$ cat src/rtl/axi_arb_pkg.sv
// Shared types and constants for the instruction-side AXI read arbiter.
package axi_arb_pkg;

    typedef enum logic [1:0] {
        IDLE = 2'd0,
        ADDR = 2'd1,
        DATA = 2'd2
    } arb_state_e;

    localparam logic OWN_FETCH = 1'b0;
    localparam logic OWN_LOAD  = 1'b1;

    localparam logic [1:0] AXI_BURST_FIXED = 2'b00;
    localparam logic [1:0] AXI_BURST_INCR  = 2'b01;
    localparam logic [1:0] AXI_BURST_WRAP  = 2'b10;

    localparam logic [2:0] AXI_SIZE_1B = 3'd0;
    localparam logic [2:0] AXI_SIZE_2B = 3'd1;
    localparam logic [2:0] AXI_SIZE_4B = 3'd2;
    localparam logic [2:0] AXI_SIZE_8B = 3'd3;

endpackage

$ cat src/rtl/arb_pick.sv
// Two-way request picker. req[0] = fetch, req[1] = load.
// ARB_ROUND_ROBIN_EN defined: simultaneous requests go to the side not granted last.
// ARB_ROUND_ROBIN_EN undefined: fixed priority, load over fetch.
module arb_pick
    import axi_arb_pkg::*;
(
    input  logic [1:0] req,
    input  logic       last_grant,
    output logic [1:0] grant
);

`ifndef ARB_ROUND_ROBIN_EN
    // Fixed priority ignores history; keep the input visibly consumed.
    logic unused_last_grant_s;
    assign unused_last_grant_s = last_grant;
`endif

    // One-hot grant selection under the configured policy
    always_comb begin
        grant = 2'b00;
`ifdef ARB_ROUND_ROBIN_EN
        if (req == 2'b11) begin
            if (last_grant == OWN_FETCH) begin
                grant = 2'b10;
            end else begin
                grant = 2'b01;
            end
        end else begin
            grant = req;
        end
`else
        if (req[1]) begin
            grant = 2'b10;
        end else if (req[0]) begin
            grant = 2'b01;
        end else begin
            grant = 2'b00;
        end
`endif
    end

endmodule

$ cat src/rtl/axi_rd_arbiter.sv
// Shares one AXI read port between instruction fetch (requester 0) and the
// load unit (requester 1). One transaction at a time; fetch data still in
// flight when a redirect arrives is consumed from memory and dropped.
// Arbitration policy selected by macro ARB_ROUND_ROBIN_EN (see arb_pick).
module axi_rd_arbiter
    import axi_arb_pkg::*;
#(
    parameter int ADDR_W = 32,
    parameter int DATA_W = 64
) (
    input  logic              clk,
    input  logic              rst_n,
    // fetch requester
    input  logic              f_arvalid,
    output logic              f_arready,
    input  logic [ADDR_W-1:0] f_araddr,
    input  logic [7:0]        f_arlen,
    input  logic [2:0]        f_arsize,
    input  logic [1:0]        f_arburst,
    output logic              f_rvalid,
    input  logic              f_rready,
    output logic [DATA_W-1:0] f_rdata,
    output logic              f_rlast,
    // load requester
    input  logic              l_arvalid,
    output logic              l_arready,
    input  logic [ADDR_W-1:0] l_araddr,
    input  logic [7:0]        l_arlen,
    input  logic [2:0]        l_arsize,
    input  logic [1:0]        l_arburst,
    output logic              l_rvalid,
    input  logic              l_rready,
    output logic [DATA_W-1:0] l_rdata,
    output logic              l_rlast,
    // redirect
    input  logic              flush,
    // memory side
    output logic              m_arvalid,
    input  logic              m_arready,
    output logic [ADDR_W-1:0] m_araddr,
    output logic [7:0]        m_arlen,
    output logic [2:0]        m_arsize,
    output logic [1:0]        m_arburst,
    input  logic              m_rvalid,
    output logic              m_rready,
    input  logic [DATA_W-1:0] m_rdata,
    input  logic              m_rlast,
    // status
    output logic              owner,
    output logic              busy,
    output logic              len_err
);

    arb_state_e        state_r;
    arb_state_e        next_state_s;
    logic              owner_r;
    logic              last_grant_r;
    logic              discard_r;
    logic              len_err_r;
    logic [7:0]        beat_cnt_r;
    logic [ADDR_W-1:0] ar_addr_r;
    logic [7:0]        ar_len_r;
    logic [2:0]        ar_size_r;
    logic [1:0]        ar_burst_r;

    logic [1:0]        req_s;
    logic [1:0]        grant_s;
    logic              grant_any_s;
    logic              drop_s;
    logic              m_rready_s;
    logic              beat_s;

    // A fetch is never granted while a redirect is being signalled.
    assign req_s       = {l_arvalid, f_arvalid & ~flush};
    assign grant_any_s = (state_r == IDLE) && (grant_s != 2'b00);

    arb_pick u_pick (
        .req        (req_s),
        .last_grant (last_grant_r),
        .grant      (grant_s)
    );

    // A redirect in the same cycle as a fetch beat already drops that beat.
    assign drop_s = (owner_r == OWN_FETCH) && (discard_r || flush);
    assign beat_s = (state_r == DATA) && m_rvalid && m_rready_s;

    assign m_arvalid = (state_r == ADDR);
    assign m_araddr  = ar_addr_r;
    assign m_arlen   = ar_len_r;
    assign m_arsize  = ar_size_r;
    assign m_arburst = ar_burst_r;
    assign m_rready  = m_rready_s;
    assign owner     = owner_r;
    assign busy      = (state_r != IDLE);
    assign len_err   = len_err_r;

    // Next-state, grant handshake and R-channel routing
    always_comb begin
        next_state_s = state_r;
        f_arready    = 1'b0;
        l_arready    = 1'b0;
        m_rready_s   = 1'b0;
        f_rvalid     = 1'b0;
        l_rvalid     = 1'b0;
        case (state_r)
            IDLE: begin
                if (rst_n) begin
                    f_arready = grant_s[0];
                    l_arready = grant_s[1];
                    if (grant_s != 2'b00) begin
                        next_state_s = ADDR;
                    end else begin
                        next_state_s = IDLE;
                    end
                end else begin
                    next_state_s = IDLE;
                end
            end
            ADDR: begin
                if (m_arready) begin
                    next_state_s = DATA;
                end else begin
                    next_state_s = ADDR;
                end
            end
            DATA: begin
                if (drop_s) begin
                    m_rready_s = 1'b1;
                end else if (owner_r == OWN_LOAD) begin
                    m_rready_s = l_rready;
                    l_rvalid   = m_rvalid;
                end else begin
                    m_rready_s = f_rready;
                    f_rvalid   = m_rvalid;
                end
                if (m_rvalid && m_rready_s && m_rlast) begin
                    next_state_s = IDLE;
                end else begin
                    next_state_s = DATA;
                end
            end
            default: begin
                next_state_s = IDLE;
            end
        endcase
    end

    // Read payload goes only to the side currently presenting a valid beat
    always_comb begin
        f_rdata = {DATA_W{1'b0}};
        l_rdata = {DATA_W{1'b0}};
        f_rlast = 1'b0;
        l_rlast = 1'b0;
        if (f_rvalid) begin
            f_rdata = m_rdata;
            f_rlast = m_rlast;
        end else begin
            f_rlast = 1'b0;
        end
        if (l_rvalid) begin
            l_rdata = m_rdata;
            l_rlast = m_rlast;
        end else begin
            l_rlast = 1'b0;
        end
    end

    // FSM state register
    always_ff @(posedge clk or negedge rst_n) begin
        if (!rst_n) begin
            state_r <= IDLE;
        end else begin
            state_r <= next_state_s;
        end
    end

    // Latch the granted request's payload and ownership
    always_ff @(posedge clk or negedge rst_n) begin
        if (!rst_n) begin
            owner_r      <= OWN_FETCH;
            last_grant_r <= OWN_FETCH;
            ar_addr_r    <= {ADDR_W{1'b0}};
            ar_len_r     <= 8'd0;
            ar_size_r    <= 3'd0;
            ar_burst_r   <= 2'd0;
        end else if (grant_any_s) begin
            owner_r      <= grant_s[1];
            last_grant_r <= grant_s[1];
            if (grant_s[1]) begin
                ar_addr_r  <= l_araddr;
                ar_len_r   <= l_arlen;
                ar_size_r  <= l_arsize;
                ar_burst_r <= l_arburst;
            end else begin
                ar_addr_r  <= f_araddr;
                ar_len_r   <= f_arlen;
                ar_size_r  <= f_arsize;
                ar_burst_r <= f_arburst;
            end
        end else begin
            owner_r <= owner_r;
        end
    end

    // Beat counter and sticky burst-length error
    always_ff @(posedge clk or negedge rst_n) begin
        if (!rst_n) begin
            beat_cnt_r <= 8'd0;
            len_err_r  <= 1'b0;
        end else if (grant_any_s) begin
            beat_cnt_r <= 8'd0;
        end else if (beat_s) begin
            beat_cnt_r <= beat_cnt_r + 8'd1;
            if (m_rlast && (beat_cnt_r != ar_len_r)) begin
                len_err_r <= 1'b1;
            end else if (!m_rlast && (beat_cnt_r > ar_len_r)) begin
                len_err_r <= 1'b1;
            end else begin
                len_err_r <= len_err_r;
            end
        end else begin
            beat_cnt_r <= beat_cnt_r;
        end
    end

    // Discard flag: a redirect kills the outstanding fetch until it drains
    always_ff @(posedge clk or negedge rst_n) begin
        if (!rst_n) begin
            discard_r <= 1'b0;
        end else if (state_r == IDLE || next_state_s == IDLE) begin
            discard_r <= 1'b0;
        end else if (flush && (owner_r == OWN_FETCH)) begin
            discard_r <= 1'b1;
        end else begin
            discard_r <= discard_r;
        end
    end

endmodule

$ cat config.mk
export PLATFORM = sky130hd
export DESIGN_NAME = axi_rd_arbiter
export DESIGN_NICKNAME = d
export VERILOG_FILES = /design/src/rtl/axi_arb_pkg.sv /design/src/rtl/arb_pick.sv /design/src/rtl/axi_rd_arbiter.sv
export SDC_FILE = /design/constraint.sdc
export NUM_CORES = 1
export LEC_CHECK = 0
export BUFFER_PORTS_ARGS = -buffer_cell sky130_fd_sc_hd__buf_2
export CAP_MARGIN = 20
export CORE_AREA = 4 4 133 135
export CTS_BUF_LIST = sky130_fd_sc_hd__clkbuf_16
export DETAILED_ROUTE_END_ITERATION = 8
export DIE_AREA = 0 0 137 139
export PLACE_DENSITY = 0.64
export SETUP_SLACK_MARGIN = 0.5
export SKIP_CTS_REPAIR_TIMING = 1
export SLEW_MARGIN = 20
export SYNTH_ARGS = -nofsm -noshare
export SYNTH_HDL_FRONTEND = slang
export SYNTH_SLANG_ARGS = --single-unit
$ cat constraint.sdc
create_clock -name clk -period 4.14 [get_ports clk]
set_input_delay 1.242 -clock clk [delete_from_list [all_inputs] [get_ports clk]]
set_output_delay 1.242 -clock clk [all_outputs]
set_load 0.005 [all_outputs]
==> results.md <==
* Number of buffers created by CTS at 9
* Part of the Yosys area used for sequential elements at a little under two fifths
* Count of buffers inserted at the top-level ports at 347
* Worst EP arrival at approximately 2.2 ns
* Fin util at 37.3%
* CTS H-tree depth at 3
* Placement Cell Area at 5780 sq um
* Initial standard-cell utilization of the core at 23.1%
* Drt total wl at 15.1 mm
* Buf/Inv on CP at 3
* Worst path cell trace: buf_2, nand3b_4, nor4_4, buf_12, and2_1, buf_2
* Post-synthesis average cell area at between 8 and 9 sq um
* Setup crit end kind: primary output
* Count of pins over their slew limit at 0
* Areal power density over the cells at ~480 nW/um^2
* First-iteration detailed-routing DRC count at 92
* Critical Setup Path Class: in -> out
* Leftover overflow at the end of global routing at 0
* Maximum cell stage delay along the critical path at 0.26 ns
* Final Hold Vio Count at 0
* Summed negative setup slack over all endpoints at 0 ns
* Tot GR Track Use at 15.0%
* Number of unique standard cell types used by synthesis at 35
* Top fanout value on the critical path at 66
* CTS Buffer Depth at 2
* Routability congestion estimate at 0.855
* Area of the mapped netlist at 3800 sq um
* Net count after synthesis at 614
* Via count of the first global-routing pass at 4,034
* Leading register cell type out of synthesis: dfrtp_1
* CTS root buffer: clkbuf_16
* Cell mode on critical path: buf_2
* Pin count of the biggest net entering global routing at 67
* Post-layout nets at between 900 and 1,000
* Number of synthesized flops with an enable pin at 0
* Synth top area cells: dfrtp_1, and2_1, mux2i_1
* Post-layout min period at approximately 3.5 ns
* Met1 Usage GRT at 15.3%
* Worst slew margin relative to its limit at 46.8%
* Met2 Use GR at 27.8%
* Setup WS post-layout at 0.656 ns
* Leading area contributor after synthesis: dfrtp_1
* Unrepaired setup endpoints after global routing: false
* First-pass detailed-route iteration total at 4
* Startpoint types: input pin
* Standard-cell rows at 47
* Detailed Place HPWL at around 13 mm
* Measured slew at the worst slew-check pin at roughly 0.79 ns
* Worst-path clk slew at 0.05 ns
* Antenna violations before repair at 6
* Share of cells above drive strength 1 at a little under half
* Source-to-sink clock delay at the later pin of the worst-skew pair at 0.32 ns
* Core region area at 16,500 sq um
* Final Cell Area at 6150 sq um
* Average vias per placed instance at 4.19
* IO Pins at 348
* Standby leakage power at 3.62 nW
* Final worst-path cycle share at 84.2%
* Final routed DRC violation total at 0
* Outcome: finished clean
* Area share of the leading cell type in the synthesized netlist at 38.2%
* Warnings, synthesis at 0
* Required time of the critical path at 2.90 ns
* Clock tree from TritonCTS: built
* Met3 capacity usage during global routing at between 4 and 5%
* Number of standard cells after synthesis at 441
* CP delay by family, top: buffers and inverters
* Post-synthesis sequential element count at 58
* Vertical extent of the die at about 140 um
* Fraction of registers with async set/reset at 100%
* Most utilized layer in the global route result: met2
* Routed wire per std cell at 15.0 um
* Final setup violation count at 0
* HP Class: reg -> reg
* Area Growth Syn to Fin at 61.7%
* Worst hold margin at 0.466 ns
* Worst IR drop on VDD at 0.208 mV
* Chip Width at 137 um
* Count of max-cap constraint violations at 0
* Clock Sink Count at 58
* Global-route wire length before repair at 22.0 mm
* Final Skew at 0.00577 ns
* Fmax at 287 MHz
* Total number of vias at between 4,000 and 5,000
* DP Worst Slack at 0.591 ns
* Cell type of the slowest stage on the worst timing path: buf_12
* Post-route antenna net violation count at 0
* Die Outline Area at 19,000 sq um
-- registers in the layout (all words and copies together), names as in the netlist --
name	flops
beat_cnt_r	8
discard_r	1
len_err	1
m_araddr	32
m_arburst	2
m_arlen	8
m_arsize	3
owner	1
state_r	2
-- cell usage in the layout (no fill, tap or decap), drive strengths merged, types with 4 or more instances in the layout --
cell type | Yosys | layout
a21oi | 8 | 8
and2 | 130 | 130
buf | 10 | 354
clkbuf | 21 | 9
dfrtp | 58 | 58
diode | 0 | 5
ha | 9 | 9
inv | 14 | 15
mux2i | 45 | 45
nand2 | 52 | 52
nand3 | 5 | 5
nor2 | 6 | 6
nor4 | 4 | 4
o21ai | 49 | 49
-- routing by layer --
layer / wire length (um) / share of wire [%] / vias to the layer above
met1: 5260 / 35 / 1826
met5: 0 / 0 / -
met3: 1500 / 10 / 20
met4: 437 / 2.9 / 0
li1: - / - / 2136
met2: 7860 / 52 / 230
-- report_power, final --
part,switching (mW),internal [mW]
combinational,0.640,0.524
clock,0.248,0.580
sequential,0.166,0.810
total,1.05,1.92
-- worst paths after layout --
kind,start,end,slack [ns],cells after the start
worst max-delay path,m_rvalid,f_rdata[48],0.66,6
worst min-delay path,m_araddr[5],m_araddr[5],0.47,2
worst max register to register,state_r[1],m_araddr[0],1.86,5
worst min register to register,m_araddr[5],m_araddr[5],0.47,2
max in group asynchronous,rst_n,m_arburst[0],2.81,2
min in group asynchronous,rst_n,m_arlen[6],0.95,2
-- worst min-delay path, cell delays in order, from the launching register on --
cell     delay, ns
dfrtp_1       0.33
nand2_1       0.04
o21ai_0       0.05
-- metrics by stage --
step	std cells	power, mW
floorplan	441	1.55
global placement	984	2.15
detailed placement	984	2.18
CTS	1000	3.03
global route	1005	3.24
finish	1005	2.97
-- logic make-up after synthesis --
| family | count (synthesis) | synth area share [%] |
|---|---|---|
| buf+inv | 45 | 4.58 |
| flops | 58 | 38.2 |
| mux | 46 | 12.2 |
| simple gates | 212 | 31.6 |
| xor+xnor | 2 | 0.461 |
| compound gates | 69 | 10.0 |
| fa+ha+maj | 9 | 2.96 |
-- Yosys cell counts, drive strengths merged (2+ instances only) --
cell type,count
or4,2
xnor2,2
nor2b,3
nand3,5
nand4,2
o31ai,3
inv,14
and3,2
clkbuf,21
and2,130
a21oi,8
o211ai,2
ha,9
mux2i,45
nand2,52
nor2,6
buf,10
dfrtp,58
nor4,4
o21ai,49
-- area by class of cell --
| cell class | count | area, sq um |
|---|---|---|
| inverters | 14 | 52.6 |
| clock inverters | 7 | 109 |
| flip-flops and latches | 58 | 1450 |
| diodes | 5 | 12.5 |
| multi-input cells | 338 | 2210 |
| repair buffers | 354 | 1810 |
| well taps | 220 | 275 |
| clock buffers | 9 | 225 |
| fillers | 1711 | 10300 |
(Power assumes the default switching activity.)
